$ cat config.mk
export PLATFORM = sky130hd
export DESIGN_NAME = tohost_monitor_flat
export DESIGN_NICKNAME = d
export VERILOG_FILES = /design/src/rtl/tohost_monitor_if.sv /design/src/rtl/tohost_monitor.sv /design/src/flat_wrapper.sv
export SDC_FILE = /design/constraint.sdc
export NUM_CORES = 1
export LEC_CHECK = 0
export CORE_MARGIN = 4
export CORE_UTILIZATION = 37
export DETAILED_ROUTE_END_ITERATION = 7
export PLACE_DENSITY = 0.65
export SYNTH_ARGS = -nofsm -noshare
export SYNTH_HDL_FRONTEND = slang
export SYNTH_SLANG_ARGS = --single-unit
$ cat constraint.sdc
create_clock -name clk -period 3 [get_ports clk]
set_input_delay 0.6 -clock clk [delete_from_list [all_inputs] [get_ports clk]]
set_output_delay 0.6 -clock clk [all_outputs]
set_load 0.02 [all_outputs]
$ cat src/rtl/tohost_monitor_if.sv
// Store-port snoop bundle between the core's data-memory store port and the tohost monitor.
// The core (or harness) drives the master side; the monitor only listens.
interface tohost_monitor_if;
   logic        mem_we;
   logic [31:0] mem_addr;
   logic [31:0] mem_wdata;
   logic        retire;

   modport master (
      output mem_we,
      output mem_addr,
      output mem_wdata,
      output retire
   );

   modport slave (
      input mem_we,
      input mem_addr,
      input mem_wdata,
      input retire
   );
endinterface

$ cat src/rtl/tohost_monitor.sv
// Decodes riscv-tests tohost stores into sticky pass/fail/timeout status.
// Also counts cycles and retired instructions while the test is running.
module tohost_monitor #(
   parameter logic [31:0] TOHOST_ADDR = 32'h0000_1000,
   parameter int unsigned TIMEOUT     = 5000,
   parameter int unsigned CNT_W       = 32
) (
   input  logic             clk,
   input  logic             rst,
   tohost_monitor_if.slave  bus,
   output logic             done,
   output logic             pass,
   output logic             fail,
   output logic [30:0]      fail_id,
   output logic             timeout,
   output logic [CNT_W-1:0] cycle_cnt,
   output logic [CNT_W-1:0] instret_cnt,
   output logic             halt_req
);

   typedef enum logic [1:0] {
      StRun     = 2'd0,
      StPass    = 2'd1,
      StFail    = 2'd2,
      StTimeout = 2'd3
   } state_e;

   localparam bit               TimeoutEn   = (TIMEOUT != 0);
   localparam logic [CNT_W-1:0] TimeoutLast = CNT_W'(TIMEOUT - 1);
   localparam logic [CNT_W-1:0] CntMax      = '1;

   state_e           state_q, state_d;
   logic [30:0]      fail_id_q, fail_id_d;
   logic [CNT_W-1:0] cycle_q, cycle_d;
   logic [CNT_W-1:0] instret_q, instret_d;
   logic             hit;

   always_ff @(posedge clk) begin
      if (rst) begin
         state_q   <= StRun;
         fail_id_q <= '0;
         cycle_q   <= '0;
         instret_q <= '0;
      end else begin
         state_q   <= state_d;
         fail_id_q <= fail_id_d;
         cycle_q   <= cycle_d;
         instret_q <= instret_d;
      end
   end

   // An even tohost word (console/syscall traffic) still takes priority over the
   // timeout check in that cycle, so it suppresses a timeout landing on the same edge.
   always_comb begin
      state_d   = state_q;
      fail_id_d = fail_id_q;
      cycle_d   = cycle_q;
      instret_d = instret_q;
      hit       = bus.mem_we && (bus.mem_addr == TOHOST_ADDR);

      if (state_q == StRun) begin
         if (cycle_q != CntMax) begin
            cycle_d = cycle_q + 1'b1;
         end
         if (bus.retire && (instret_q != CntMax)) begin
            instret_d = instret_q + 1'b1;
         end

         if (hit && (bus.mem_wdata == 32'h1)) begin
            state_d = StPass;
         end else if (hit && bus.mem_wdata[0]) begin
            state_d   = StFail;
            fail_id_d = bus.mem_wdata[31:1];
         end else if (hit) begin
            state_d = StRun;
         end else if (TimeoutEn && (cycle_q == TimeoutLast)) begin
            state_d = StTimeout;
         end
      end
   end

   assign done        = (state_q != StRun);
   assign pass        = (state_q == StPass);
   assign fail        = (state_q == StFail);
   assign timeout     = (state_q == StTimeout);
   assign fail_id     = fail_id_q;
   assign cycle_cnt   = cycle_q;
   assign instret_cnt = instret_q;
   assign halt_req    = done;

endmodule

$ cat src/flat_wrapper.sv
// flat-port wrapper written by rule: the top's interface ports become plain ports
module tohost_monitor_flat 
#(
   parameter logic [31:0] TOHOST_ADDR = 32'h0000_1000,
   parameter int unsigned TIMEOUT     = 5000,
   parameter int unsigned CNT_W       = 32
)
  (clk, rst, done, pass, fail, fail_id, timeout, cycle_cnt, instret_cnt, halt_req, bus_mem_we, bus_mem_addr, bus_mem_wdata, bus_retire);
  tohost_monitor_if bus_i ();
  input  logic clk;
  input  logic rst;
  output logic done;
  output logic pass;
  output logic fail;
  output logic [30:0] fail_id;
  output logic timeout;
  output logic [CNT_W-1:0] cycle_cnt;
  output logic [CNT_W-1:0] instret_cnt;
  output logic halt_req;
  input wire logic [$bits(bus_i.mem_we)-1:0] bus_mem_we;
  input wire logic [$bits(bus_i.mem_addr)-1:0] bus_mem_addr;
  input wire logic [$bits(bus_i.mem_wdata)-1:0] bus_mem_wdata;
  input wire logic [$bits(bus_i.retire)-1:0] bus_retire;
  assign bus_i.mem_we = bus_mem_we;
  assign bus_i.mem_addr = bus_mem_addr;
  assign bus_i.mem_wdata = bus_mem_wdata;
  assign bus_i.retire = bus_retire;
  tohost_monitor #(.TOHOST_ADDR(TOHOST_ADDR), .TIMEOUT(TIMEOUT), .CNT_W(CNT_W)) u_core (.clk(clk), .rst(rst), .bus(bus_i), .done(done), .pass(pass), .fail(fail), .fail_id(fail_id), .timeout(timeout), .cycle_cnt(cycle_cnt), .instret_cnt(instret_cnt), .halt_req(halt_req));
endmodule
Word-level counts from Yosys, hierarchy flattened
Cells that the tools add are included. W data, S select, Z words.

Bits in registers: 97. Bits of input ports: 68. Word-level logic and storage cells: 30.

Add/subtract/negate cells: 2. Equality and inequality tests: 8. Multiplexer cells: 4. Bitwise operators: 1. Reductions and logical operators: 11.

Operators with widths (count): $add A32 B1 Y32 const B (2); $eq A32 B13 Y1 const B (2); $ne A32 B32 Y1 const B (2); $eq A32 B1 Y1 const B (1); $mux W2 (4); $reduce_and A2 Y1 (3); $eq A2 B2 Y1 const B (2); $logic_and A1 B1 Y1 (4); $reduce_bool A4 Y1 (1); $reduce_and A3 Y1 (1); $eq A2 B1 Y1 const B (1); $logic_not A2 Y1 (1); $reduce_bool A2 Y1 (1); $not A1 Y1 (1).

Logic depth before layout (Yosys ltp)
Depth after elaboration: 5. Depth in mapped cells: 8.

Worst setup path before layout
Ideal clock, no wire load.

Kind: reg-to-reg. Start: register u_core.cycle_q[2] (netlist: u_core.cycle_cnt[2]). End: register u_core.cycle_q[1] (netlist: u_core.cycle_cnt[1]). Library setup time: 0.128 ns. Data arrival time: 2.105 ns. Data required time: 2.872 ns. Setup slack: 0.768 ns. Cell stages (with the launch flop): 8. Buffers on the path: 2. Period minus slack after synthesis: 2.232 ns. Path through: dfxtp_1 > nand4_1 > or4_1 > o31ai_2 > buf_4 > buf_4 > mux2i_1 > nor2_1.

Longest elaborated chain between the ends: 2.

Ends and longest elaborated chain: start, declared (RTL line tohost_monitor.sv:34) `logic [CNT_W-1:0] cycle_q, cycle_d;`; start signal, assigned (RTL line tohost_monitor.sv:47) `cycle_q <= cycle_d;`; $ne A32 B32 Y1 (RTL line tohost_monitor.sv:62) `if (cycle_q != CntMax) begin`; $reduce_and A2 Y1 (no line).

Every way passes these cells. A chain may end at the register's enable or synchronous reset.

Worst setup path in the final report
Start: input port bus_mem_addr[0]. End: register u_core.fail_id_q[23] (netlist: u_core.fail_id[23]).

Longest elaborated chain between the ends: 5.

Ends and longest elaborated chain: start, declared (RTL line flat_wrapper.sv:21) `input wire logic [$bits(bus_i.mem_addr)-1:0] bus_mem_addr;`; $eq A32 B13 Y1 * (RTL line tohost_monitor.sv:59) `hit = bus.mem_we && (bus.mem_addr == TOHOST_ADDR);`; $logic_and A1 B1 Y1 * (RTL line tohost_monitor.sv:59); $logic_and A1 B1 Y1 (RTL line tohost_monitor.sv:69) `if (hit && (bus.mem_wdata == 32'h1)) begin`; $not A1 Y1 (no line); $reduce_and A3 Y1 (no line) *; end signal, assigned (RTL line tohost_monitor.sv:46) `fail_id_q <= fail_id_d;`; end, declared (RTL line tohost_monitor.sv:33) `logic [30:0] fail_id_q, fail_id_d;`.

Every way passes the cells marked *; elsewhere a longest branch is shown, timed or not.

==> run metrics <==
max incr delay on CP=0.73 ns; post-synthesis sequential area ratio=0.404; total number of vias=5302; Buffers & Inverters on Critical Path=2; peak supply drop=0.222 mV; top-area cell type share of the netlist area=0.404; YS warnings=0; status=completed; top cells by area, synth=dfxtp_1 40%, a21oi_1 8.0%, o21ai_0 5.9%; Die ar.=14900 um2; Remaining DRCs=0; Initial Utilization=0.379; CP delay by family, top=simple AND/OR/NAND/NOR gates; CTS tree=yes; Post-Route Skew=between 0.005 and 0.006 ns; gpl congestion=0.885; unrepaired setup endpoints after global routing=no; number of buffers created by CTS=9; PwrDens=383 nW/um2; Peak Freq=0.391 GHz; Post-DP HPWL=11.2 mm; post-synthesis cell count=600; setup bufs post-CTS=0; worst setup margin=roughly 0.44 ns; Routed Antenna Nets=0; area delta synth->final=45.5%; clock latency on the worst-skew pair=0.35 ns; iteration count of the initial detailed-routing pass=5; Hold Crit Start=u_core.fail_id[19]; IO buf count=roughly 170; Crit Path Max Fanout=27; core area=roughly 13000 um2; layout net count=between 800 and 900; DR vias/cell=between 5 and 6; site row count=41; Root Buffer=clkbuf_16; minimum clock period=2.56 ns; Synth top cells by count=97 x dfxtp_1, 77 x a21oi_1, 57 x o21ai_0; Ports=168; Post-synth EDFFs=0; beginning of the critical path=bus_mem_addr[0]; ant diodes=0; FF-to-FF Start=u_core.cycle_cnt[3]; syn nets=670; H-tree levels=3; vias in the first global route=4949; Yosys top cell by area=dfxtp_1; setup violators final=0; Hold Crit Class=reg2reg; Detailed Route Iter0 Violations=between 400 and 500; maximum clock path buffer count=2; Syn Area/Cell=8.01 um2; Cell Area, Synth=around 4800 um2; Crit Path Class=in2reg; GR Overflow Total=0; post-CTS sizing=0; aggregate global-route resource usage=0.205; final WL=15.4 mm; CP Data Required Time=3.22 ns; share of post-route cells with drive strength above 1=0.0682; Die Wd=122 um; P_leak=2.13 nW; Synth Flop Type=dfxtp_1; Tcrit/Tclk final=0.852; Slowest cell on crit path=or4_1; max-cap violation count=0; Worst setup SP type=input port; post-synthesis sequential element count=97; Slew @ Worst Pin=0.885 ns; Die Height=between 100 and 150 um; CTS Hold Bufs=0; DR WL/cell=16.5 um; largest net degree at the start of global routing=64; crit path cell chain=clkdlybuf4s50_1, nor4_1, nand4_1, or4_1, buf_12, o21ai_0, a21oi_1; most common cell in the netlist=dfxtp_1; filler instances=1198; fin. max-slew vios=0; CP endpoint kind=register; final hold violations=0; initial antenna violation count=0; final setup TNS=0 ns; final design utilization=0.552; Yosys cell types=48; Slew Limit Headroom=0.404; Worst Path Arrival=2.77 ns; Setup WS pre-CTS=~0.059 ns; global-route wire length before repair=~25 mm; ys async rst share=0; # clock sinks=97; Reg clk slew, reported paths=0.07 ns
==> cell usage in the layout (no fill, tap or decap), types with 5 or more instances in the layout <==
cell type        Yosys  layout
or4_1               16      16
o31ai_1             13      13
mux2_2               7       7
dfxtp_1             97      97
xnor2_1              6       6
buf_4                3      13
o21ai_0             57      57
nor4_1              24      23
xor2_1               7       7
clkbuf_16            0       9
inv_1                7       7
a21oi_1             77      77
nor2b_1             12      12
nand4_1             30      30
or3_1               34      34
nor4b_1              5       5
nor2_1              33      33
o21ai_1              7       7
nand3_1             51      51
clkdlybuf4s50_1      0     166
nand2_1             31      31
nor3_1              11      11
==> worst register-to-register path: cells and delay by family, from the launching register on <==
family,cells,cell delay [ns]
AND/OR/NAND/NOR,3,1.42
AO/OA/AOI/OAI,2,0.57
flip-flops,1,0.44
==> per-stage QoR <==
step / instance area, um2 / hold WS [ns] / std cells / total power, W
2_1_floorplan: 4810 / 0.549 / 600 / 0.00139
3_3_place_gp: 6690 / 0.456 / 919 / 0.00152
3_5_place_dp: 6690 / 0.465 / 919 / 0.00152
4_1_cts: 6990 / 0.474 / 935 / 0.00270
5_1_grt: 6990 / 0.496 / 935 / 0.00277
6_report: 6990 / 0.472 / 935 / 0.00268
==> final cells by class <==
class,count,area (um2),area share
repair buffers,182,1820,0.260
well taps,172,215,0.0308
multi-input cells,461,2680,0.384
inverters,7,26.3,0.00376
clock buffers,10,239,0.0342
clock inverters,6,67.6,0.00966
flip-flops and latches,97,1940,0.278
==> per-layer routing <==
layer | vias up | GRT usage | part of all wire
li1 | 2581 | - | -
met2 | 151 | 0.339 | 0.49
met1 | 2551 | 0.272 | 0.45
met3 | 19 | 0.0302 | 0.044
met5 | - | 0 | 0
met4 | 0 | 0.0721 | 0.017
==> power by group <==
group | switching, W | internal, W | leakage, nW | total (W)
Combinational | 0.0000847 | 0.000105 | 1.21 | 0.000190
Clock | 0.000519 | 0.000671 | 0.145 | 0.00119
Sequential | 0.00000839 | 0.00129 | 0.782 | 0.00130
==> logic make-up (layout without fill, tap and decap cells) <==
| kind of cell | after synthesis | count (layout) | synth area share |
|---|---|---|---|
| DFF | 97 | 97 | 0.404 |
| adders and majority gates | 2 | 2 | 0.00521 |
| and+or+nand+nor | 274 | 274 | 0.325 |
| muxes | 8 | 8 | 0.0185 |
| xor gates and xnor gates | 13 | 13 | 0.0237 |
| buffers and inverters | 42 | 205 | 0.0388 |
| AOI/OAI and AO/OA | 164 | 164 | 0.185 |
==> flip-flops by register name, summed over array words and instances, names as in the netlist <==
signal              cells
u_core.instret_cnt     32
u_core.fail_id         31
u_core.cycle_cnt       32
u_core.state_q          2
==> path summary, 6_finish.rpt <==
kind	endpoint	slack [ns]	cells past startpoint
setup / recovery	u_core.fail_id[23]	0.44	7
hold / removal	u_core.fail_id[19]	0.47	2
setup reg to reg	u_core.cycle_cnt[29]	0.51	5
hold reg to reg	u_core.fail_id[19]	0.47	2
No activity file was read; power rests on OpenSTA's default activity.
